File: config.mk
export PLATFORM = sky130hd
export DESIGN_NAME = dds_multichannel
export DESIGN_NICKNAME = d
export VERILOG_FILES = /design/src/rtl/dds_multichannel.sv
export SDC_FILE = /design/constraint.sdc
export NUM_CORES = 1
export LEC_CHECK = 0
export CAP_MARGIN = 30
export CORE_MARGIN = 1
export CORE_UTILIZATION = 57
export CTS_BUF_LIST = sky130_fd_sc_hd__clkbuf_4
export CTS_CLUSTER_SIZE = 24
export DETAILED_ROUTE_END_ITERATION = 6
export GPL_ROUTABILITY_DRIVEN = 0
export PLACE_DENSITY = 0.82
export SYNTH_ARGS = -nofsm -noshare
export SYNTH_HDL_FRONTEND = slang
export SYNTH_SLANG_ARGS = --single-unit
File: constraint.sdc
create_clock -name CLOCK_50 -period 5.05 [get_ports CLOCK_50]
set_input_delay 0.7575 -clock CLOCK_50 [delete_from_list [all_inputs] [get_ports CLOCK_50]]
set_output_delay 0.7575 -clock CLOCK_50 [all_outputs]
set_load 0.02 [all_outputs]
File: src/rtl/dds_multichannel.sv
// Time-multiplexed DDS tone generator: one phase accumulator per channel,
// swept once per sample tick through a shared synchronous sine ROM.
//
// state  | meaning
// S_IDLE | waiting for a tick with enable high
// S_ADDR | form rom_addr from the channel phase, advance the phase
// S_WAIT | ROM access cycle
// S_OUT  | form the sample from the used phase and rom_data
module dds_multichannel #(
  parameter int N_CH     = 2,
  parameter int PHASE_W  = 16,
  parameter int ADR_W    = 10,
  parameter int DATA_W   = 10,
  parameter int TICK_DIV = 5000
) (
  input  logic                                     CLOCK_50,
  input  logic                                     reset,
  input  logic                                     enable,
  input  logic [N_CH*PHASE_W-1:0]                  step_in,
  input  logic [N_CH*2-1:0]                        mode_in,
  input  logic [N_CH-1:0]                          phase_clr,
  output logic [ADR_W-1:0]                         rom_addr,
  input  logic [DATA_W-1:0]                        rom_data,
  output logic                                     tick,
  output logic [DATA_W-1:0]                        sample_data,
  output logic [((N_CH > 1) ? $clog2(N_CH) : 1)-1:0] sample_ch,
  output logic                                     sample_valid,
  output logic                                     overrun
);

  localparam int CH_W   = (N_CH > 1) ? $clog2(N_CH) : 1;
  localparam int TCNT_W = $clog2(TICK_DIV);
  localparam logic [TCNT_W-1:0] LAST_T  = TCNT_W'(TICK_DIV - 1);
  localparam logic [CH_W-1:0]   LAST_CH = CH_W'(N_CH - 1);

  typedef enum logic [1:0] {S_IDLE, S_ADDR, S_WAIT, S_OUT} state_t;

  state_t               state_q, state_d;
  logic [TCNT_W-1:0]    tcnt_q, tcnt_d;
  logic                 tick_q, tick_d;
  logic [CH_W-1:0]      ch_q, ch_d;
  logic [N_CH-1:0]      clr_q, clr_d;
  logic [PHASE_W-1:0]   step_sh_q [N_CH];
  logic [PHASE_W-1:0]   step_sh_d [N_CH];
  logic [1:0]           mode_sh_q [N_CH];
  logic [1:0]           mode_sh_d [N_CH];
  logic [PHASE_W-1:0]   phase_q   [N_CH];
  logic [PHASE_W-1:0]   phase_d   [N_CH];
  // only the top DATA_W+1 bits of the used phase feed the waveform math
  logic [DATA_W:0]      p_q, p_d;
  logic [ADR_W-1:0]     rom_addr_q, rom_addr_d;
  logic [DATA_W-1:0]    sample_data_q, sample_data_d;
  logic [CH_W-1:0]      sample_ch_q, sample_ch_d;
  logic                 sample_valid_q, sample_valid_d;
  logic                 overrun_q, overrun_d;

  logic [PHASE_W-1:0]   p_used;
  logic [DATA_W-1:0]    wave;

  always_comb begin
    tcnt_d         = (tcnt_q == LAST_T) ? '0 : tcnt_q + 1'b1;
    tick_d         = (tcnt_d == LAST_T);
    state_d        = state_q;
    ch_d           = ch_q;
    clr_d          = clr_q;
    step_sh_d      = step_sh_q;
    mode_sh_d      = mode_sh_q;
    phase_d        = phase_q;
    p_d            = p_q;
    rom_addr_d     = rom_addr_q;
    sample_data_d  = sample_data_q;
    sample_ch_d    = sample_ch_q;
    sample_valid_d = 1'b0;
    p_used         = clr_q[ch_q] ? '0 : phase_q[ch_q];

    case (mode_sh_q[ch_q])
      2'b00:   wave = rom_data;
      2'b01:   wave = p_q[DATA_W] ? '0 : '1;
      2'b10:   wave = p_q[DATA_W:1];
      default: wave = p_q[DATA_W] ? ~p_q[DATA_W-1:0] : p_q[DATA_W-1:0];
    endcase

    case (state_q)
      S_IDLE: begin
        if (tick_q && enable) begin
          state_d = S_ADDR;
          ch_d    = '0;
          clr_d   = phase_clr;
          for (int c = 0; c < N_CH; c++) begin
            step_sh_d[c] = step_in[c*PHASE_W +: PHASE_W];
            mode_sh_d[c] = mode_in[2*c +: 2];
          end
        end
      end
      S_ADDR: begin
        p_d           = p_used[PHASE_W-1 -: DATA_W+1];
        rom_addr_d    = p_used[PHASE_W-1 -: ADR_W];
        phase_d[ch_q] = clr_q[ch_q] ? '0 : phase_q[ch_q] + step_sh_q[ch_q];
        state_d       = S_WAIT;
      end
      S_WAIT: state_d = S_OUT;
      default: begin
        sample_data_d  = wave;
        sample_ch_d    = ch_q;
        sample_valid_d = 1'b1;
        if (ch_q == LAST_CH) begin
          state_d = S_IDLE;
        end else begin
          ch_d    = ch_q + 1'b1;
          state_d = S_ADDR;
        end
      end
    endcase

    // registered so it lands in the same cycle as the dropped tick
    overrun_d = tick_d && (state_d != S_IDLE);
  end

  always_ff @(posedge CLOCK_50 or posedge reset) begin
    if (reset) begin
      state_q        <= S_IDLE;
      tcnt_q         <= '0;
      tick_q         <= 1'b0;
      ch_q           <= '0;
      clr_q          <= '0;
      step_sh_q      <= '{default: '0};
      mode_sh_q      <= '{default: '0};
      phase_q        <= '{default: '0};
      p_q            <= '0;
      rom_addr_q     <= '0;
      sample_data_q  <= '0;
      sample_ch_q    <= '0;
      sample_valid_q <= 1'b0;
      overrun_q      <= 1'b0;
    end else begin
      state_q        <= state_d;
      tcnt_q         <= tcnt_d;
      tick_q         <= tick_d;
      ch_q           <= ch_d;
      clr_q          <= clr_d;
      step_sh_q      <= step_sh_d;
      mode_sh_q      <= mode_sh_d;
      phase_q        <= phase_d;
      p_q            <= p_d;
      rom_addr_q     <= rom_addr_d;
      sample_data_q  <= sample_data_d;
      sample_ch_q    <= sample_ch_d;
      sample_valid_q <= sample_valid_d;
      overrun_q      <= overrun_d;
    end
  end

  assign rom_addr     = rom_addr_q;
  assign tick         = tick_q;
  assign sample_data  = sample_data_q;
  assign sample_ch    = sample_ch_q;
  assign sample_valid = sample_valid_q;
  assign overrun      = overrun_q;

endmodule

==> results of run 1 <==
[stage by stage]
| step | power (mW) | hold WS, ns |
|---|---|---|
| 2_1_floorplan | 0.938 | 0.443 |
| 3_3_place_gp | 0.991 | 0.455 |
| 3_5_place_dp | 0.993 | 0.464 |
| 4_1_cts | 1.37 | 0.500 |
| 5_1_grt | 1.42 | 0.519 |
| 6_report | 1.36 | 0.500 |
[sequential cells by signal, summed over array words and instances (netlist names), 2 cells and up]
signal       count
clr_q            2
sample_data     10
p_q             11
step_sh_q       32
tcnt_q          13
mode_sh_q        4
state_q          2
phase_q         32
[power groups by stage]
| stage | logic, mW | registers, mW | clock network (mW) |
|---|---|---|---|
| 4_1_cts | 0.0816 | 0.896 | 0.396 |
| 3_3_place_gp | 0.0795 | 0.912 | 0 |
| 2_1_floorplan | 0.0209 | 0.917 | 0 |
| 5_1_grt | 0.0897 | 0.896 | 0.430 |
| 3_5_place_dp | 0.0815 | 0.912 | 0 |
| 6_report | 0.0815 | 0.895 | 0.384 |
[cell usage after synthesis, types with 3 or more instances]
library cell / instances
o211ai_1: 4
nand4_1: 3
buf_4: 10
inv_1: 19
nand3_1: 14
clkbuf_1: 23
a31oi_1: 3
nand2_1: 64
ha_1: 20
xor2_1: 11
xnor2_1: 23
a21o_1: 3
nor2_1: 44
o21ai_0: 60
nor4_1: 5
o31ai_1: 6
mux2_2: 73
a21oi_1: 23
mux2i_1: 6
dfrtp_1: 111
[layout make-up]
| type | instances | area, µm² | area share |
|---|---|---|---|
| Sequential cell | 111 | 2780 | 0.412 |
| Multi-Input combinational cell | 394 | 2780 | 0.412 |
| Timing Repair Buffer | 82 | 826 | 0.123 |
| Tap cell | 133 | 166 | 0.0247 |
| Inverter | 19 | 73.8 | 0.0110 |
| Clock buffer | 9 | 67.6 | 0.0100 |
| Clock inverter | 7 | 48.8 | 0.00724 |
[worst max-delay path by stage]
stage	to	slack, ns	depth (start not counted)
floorplan	ch_q	1.36	1
global placement	phase_q[14]	1.81	10
detailed placement	phase_q[14]	1.68	10
CTS	phase_q[30]	1.66	10
global route	phase_q[30]	1.41	10
finish	phase_q[30]	1.61	10
[worst max-delay path, cell delays in order (launching register included)]
cell and delay (ns):
dfrtp_1 0.45, buf_4 0.46, mux2_2 0.41, ha_1 0.37
a21oi_1 0.19, o21ai_0 0.17, o41ai_2 0.37, o21ai_1 0.21
a311oi_1 0.35, xor2_1 0.14, o31ai_1 0.23
[routing by layer]
metal / share of wire / global-route usage
met1: 0.47 / 0.331
met2: 0.47 / 0.398
met3: 0.039 / 0.0285
met4: 0.019 / 0.0964
met5: 0 / 0
[cell families after synthesis]
logic type,count (synthesis),synth area share
AO/OA/AOI/OAI,113,0.113
AND/OR/NAND/NOR,147,0.115
flip-flops,111,0.479
multiplexers,79,0.152
adder cells (fa/ha/maj),21,0.0466
XOR/XNOR,34,0.0513
buffers and inverters,56,0.0431
==> impl_metrics.toml, run 1 <==
[finish]
area_growth_pct = 16.2
nets = 689
drive_gt1_frac = 0.170
diodes = 0
final_cell_mix = "dfrtp_1, clkdlybuf4s50_1, mux2_2"
fin_util = 0.686
fin_area_um2 = 6740
fillers = 794
final_cells = 755
final_common_cell = "dfrtp_1"

[clocking]
cts_hold_buf = 0
root_buffer = "clkbuf_4"
cts_setup_buffers = 0
ctsHtreeMaxLevel = 3
clk_pin_slew_worst_paths_ns = 0.16
tritoncts = "yes"
cts_sinks = 111
clk_latency_ns = 0.46
cts_buffers = 9
clockBufferDepth = 2
cts_resized = 0

[sta]
slew_violations = 0
fmax_mhz = 291
final.setup_skew_ns = 0.0157
hold_violations = 0
layout_min_cycle_time_ns = 3.44
setup_violations = 0
slew_headroom = 0.336
setup_slack_ns = 1.61
rsz0062_at_grt = "no"
setup_tns_ns = 0
fin_crit_sh = 0.681
worst_pin_slew_ns = 0.993

[worst_setup_path]
critPathLaunch = "ch_q"
rrSetupSlack_ns = 1.61
startpoint_type = "flop"
worstPathArrival_ns = 3.82
r2r-end = "phase_q[30]"
worstReg2RegStart = "ch_q"
end_kind = "flop"
path_max_fanout = 37
r2r_cells = 10
critPathRequiredTime_ns = 5.43
path_class = "flop to flop"

[power]
combPwrFrac = 0.060
p_leak_nw = 3.11
pwr_density_cell_nw_per_um2 = 202
switching_share = 0.235
clock_power_share = 0.282
internal_power_mw = 1.04
p_seq_frac = 0.658
ir_drop_mv = 0.130
p_switching_uw = 319

[detailed_routing]
drt_iter0_markers = 204
vias = 4244
viasPerCell = 5.62
antenna_left = 0
drt-pass1-iter-count = 5
wl_um = 11900
drc = 0
wl_per_cell_um = 15.7

[synthesis]
syn_area_um2 = 5800
ys_seq_area_frac = 0.479
synth_nets = 633
async_reset_ff_frac = 1.00
synthCells = 561
synth_ff_type = "dfrtp_1"
synth_top_area_share = 0.479
synth_warnings = 0
synth_area_leader_cell = "dfrtp_1"
synth_edf_count = 0
syn_avg_cell_area_um2 = 10.3
synthTopCellsByArea = "dfrtp_1, mux2_2, o21ai_0"
ys_types = 49
synth-seq-cells = 111

[placement]
io_buffers = 74
hpwl_um = 8530
place_inst = 737
place_area_um2 = 6580
pre_cts_ws_ns = 1.68

[floorplan]
core_um2 = 9820
dieArea_um2 = 10600
die_h_um = 103
initial_core_util = 0.591
die_x_um = 103
rows = 36
io_pins = 75

[grt]
grt_pass1_vias = 4151
grt_max_degree = 80
grt_usage = 0.243
grt_pass1_wl_um = 19500
antenna_found_initial = 0
gr-total-overflow = 0

[status]
outcome = "completed"

[hold_path]
holdPathEnd = "phase_q[7]"
min_from = "phase_q[7]"
hold_depth = 2
hp-class = "flop to flop"

[flow_run]
maxCapViolations = 0
No activity file was read; power rests on OpenSTA's default activity.
==> run 2, diff against run 1 <==
- CORE_UTILIZATION: 57 -> 52
- PLACE_DENSITY: 0.82 -> 0.79
- clock period: 5.05 -> 2.75 ns (I/O delays scaled with it)
==> run 2 against run 1 <==
Net effect:
- the run now ends with negative setup slack left
- sequential cell count is the same
- wire length grew 7.3%
- first-iteration DRC count grew 40%
- combinational power grew 82%
- non-clock buffer count grew 30
- largest power group unchanged
- highest routed layer unchanged
==> impl_metrics.toml, run 2 (synthesis results as in run 1) <==
[clocking]
cts_sinks = 111
cts_buffers = 9
clk_latency_ns = 0.46
clk_pin_slew_worst_paths_ns = 0.15
tritoncts = "yes"
ctsHtreeMaxLevel = 3
cts_hold_buf = 0
clockBufferDepth = 2
root_buffer = "clkbuf_4"

[detailed_routing]
vias = 4475
viasPerCell = 5.65
wl_per_cell_um = 16.1
drt_iter0_markers = 285
drc = 0
antenna_left = 0
wl_um = 12700
drt-pass1-iter-count = 5

[floorplan]
initial_core_util = 0.535
die_h_um = 108
io_pins = 75
dieArea_um2 = 11600
core_um2 = 10800
rows = 38
die_x_um = 108

[power]
p_leak_nw = 3.30
pwr_density_cell_nw_per_um2 = 363
design_power_total_mw = 2.66
ir_drop_mv = 0.237

[finish]
final_cell_mix = "dfrtp_1, clkdlybuf4s50_1, mux2_2"
nets = 719
multi_input_area_um2 = 3070
area_growth_pct = 26.3
diodes = 0
final_common_cell = "dfrtp_1"
fillers = 816
largestRegisters = "phase_q (32), step_sh_q (32), tcnt_q (13)"
layout.area.seq_um2 = 2780
drive_gt1_frac = 0.259
fin_area_um2 = 7330

[sta]
setup_slack_ns = -0.0148
setup_tns_ns = -0.0386
rsz0062_at_grt = "yes"
final.setup_skew_ns = 0.0202
fmax_mhz = 362
slew_headroom = 0.434
fin_crit_sh = 1.01
slew_violations = 0
setup_violations = 3
hold_violations = 0
layout_min_cycle_time_ns = 2.76
worst_pin_slew_ns = 0.848

[placement]
pre_cts_ws_ns = -0.161
place_area_um2 = 6830
io_buffers = 74
hpwl_um = 8760

[worst_setup_path]
end_kind = "flop"
cp_slowest_cell = "dfrtp_2"
path_buf_inv = 3
path_max_fanout = 8
worstPathArrival_ns = 3.13
slowest_delay_ns = 0.48
crit_chain = "buf_8 -> buf_6 -> mux2_4 -> ha_4 -> a21oi_4 -> nor2_2 -> nor4_2 -> o2bb2ai_2 -> o31a_1 -> buf_4 -> mux2i_1 -> o211ai_1"
startpoint_type = "flop"
path_class = "flop to flop"
crit_family = "compound AO/OA/AOI/OAI gates"
critPathRequiredTime_ns = 3.11

[status]
outcome = "complete, but fails checks"
violations = "negative setup slack"

[grt]
antenna_found_initial = 0
grt_pass1_vias = 4491
grt_max_degree = 112
grt_usage = 0.230
grt_pass1_wl_um = 20900
gr-total-overflow = 0

[hold_path]
hp-class = "input port to asynchronous set/reset pin"

[flow_run]
maxCapViolations = 0
[run 2: cell count changes in the layout (fill, tap and decap cells not counted), moves of 5 or more]
cell     previous run  this run
o21ai_0            60        52
buf_6               0         5
ha_1               20         8
mux2_4              0         9
ha_4                0        11
mux2_2             73        64
buf_4               6        30
[run 2: final cells by class]
class                      instances  area share
clock buffer                       9     0.00922
clock inverter                     7      0.0118
inverter                          19      0.0102
multi-input combinational        394       0.419
sequential                       111       0.379
tap                              140      0.0239
timing repair buffer             112       0.146
[run 2: path summary, 6_finish.rpt]
check | start | to | slack (ns) | cells after the start
worst max-delay path | ch_q | phase_q[31] | -0.01 | 12
worst min-delay path | reset | sample_data[2] | 0.44 | 3
worst max register to register | ch_q | phase_q[31] | -0.01 | 12
worst min register to register | phase_q[30] | phase_q[30] | 0.49 | 2
max in group asynchronous | reset | ch_q | 1.87 | 3
min in group CLOCK_50 | phase_q[30] | phase_q[30] | 0.49 | 2
[run 2: layer usage]
| metal | GRT usage | vias to the layer above | part of all wire |
|---|---|---|---|
| met5 | 0 | - | 0 |
| met4 | 0.0988 | 0 | 0.024 |
| met3 | 0.0327 | 24 | 0.038 |
| met2 | 0.386 | 133 | 0.50 |
| met1 | 0.296 | 2204 | 0.44 |
| li1 | - | 2114 | - |
[run 2: worst min-delay path, delay by kind of cell]
family   cells  cell delay [ns]
buf+inv      3             0.96
[run 2: repair_timing]
item / CTS / global route
endpoints found under the setup margin: 13 / 17
pin swaps: 7 / 5
gates resized for setup: 17 / 31
setup buffers: 8 / 5
[run 2: per-stage QoR]
step                hold WS (ns)  std cells  utilization
floorplan                  0.443        561            -
global placement           0.455        764        0.630
detailed placement         0.464        764        0.630
CTS                        0.458        788        0.660
global route               0.508        792        0.676
finish                     0.441        792        0.676
[run 2: power breakdown]
part / switching (mW) / total [mW] / internal, mW
combinational: 0.0627 / 0.148 / 0.0858
sequential: 0.00402 / 1.64 / 1.64
clock: 0.507 / 0.870 / 0.364
==> run 3, diff against run 2 <==
- CTS_CLUSTER_SIZE: 24 -> 14
==> results of run 3 <==
Same layout as run 2: the final DEF is identical, and so are final timing and power.
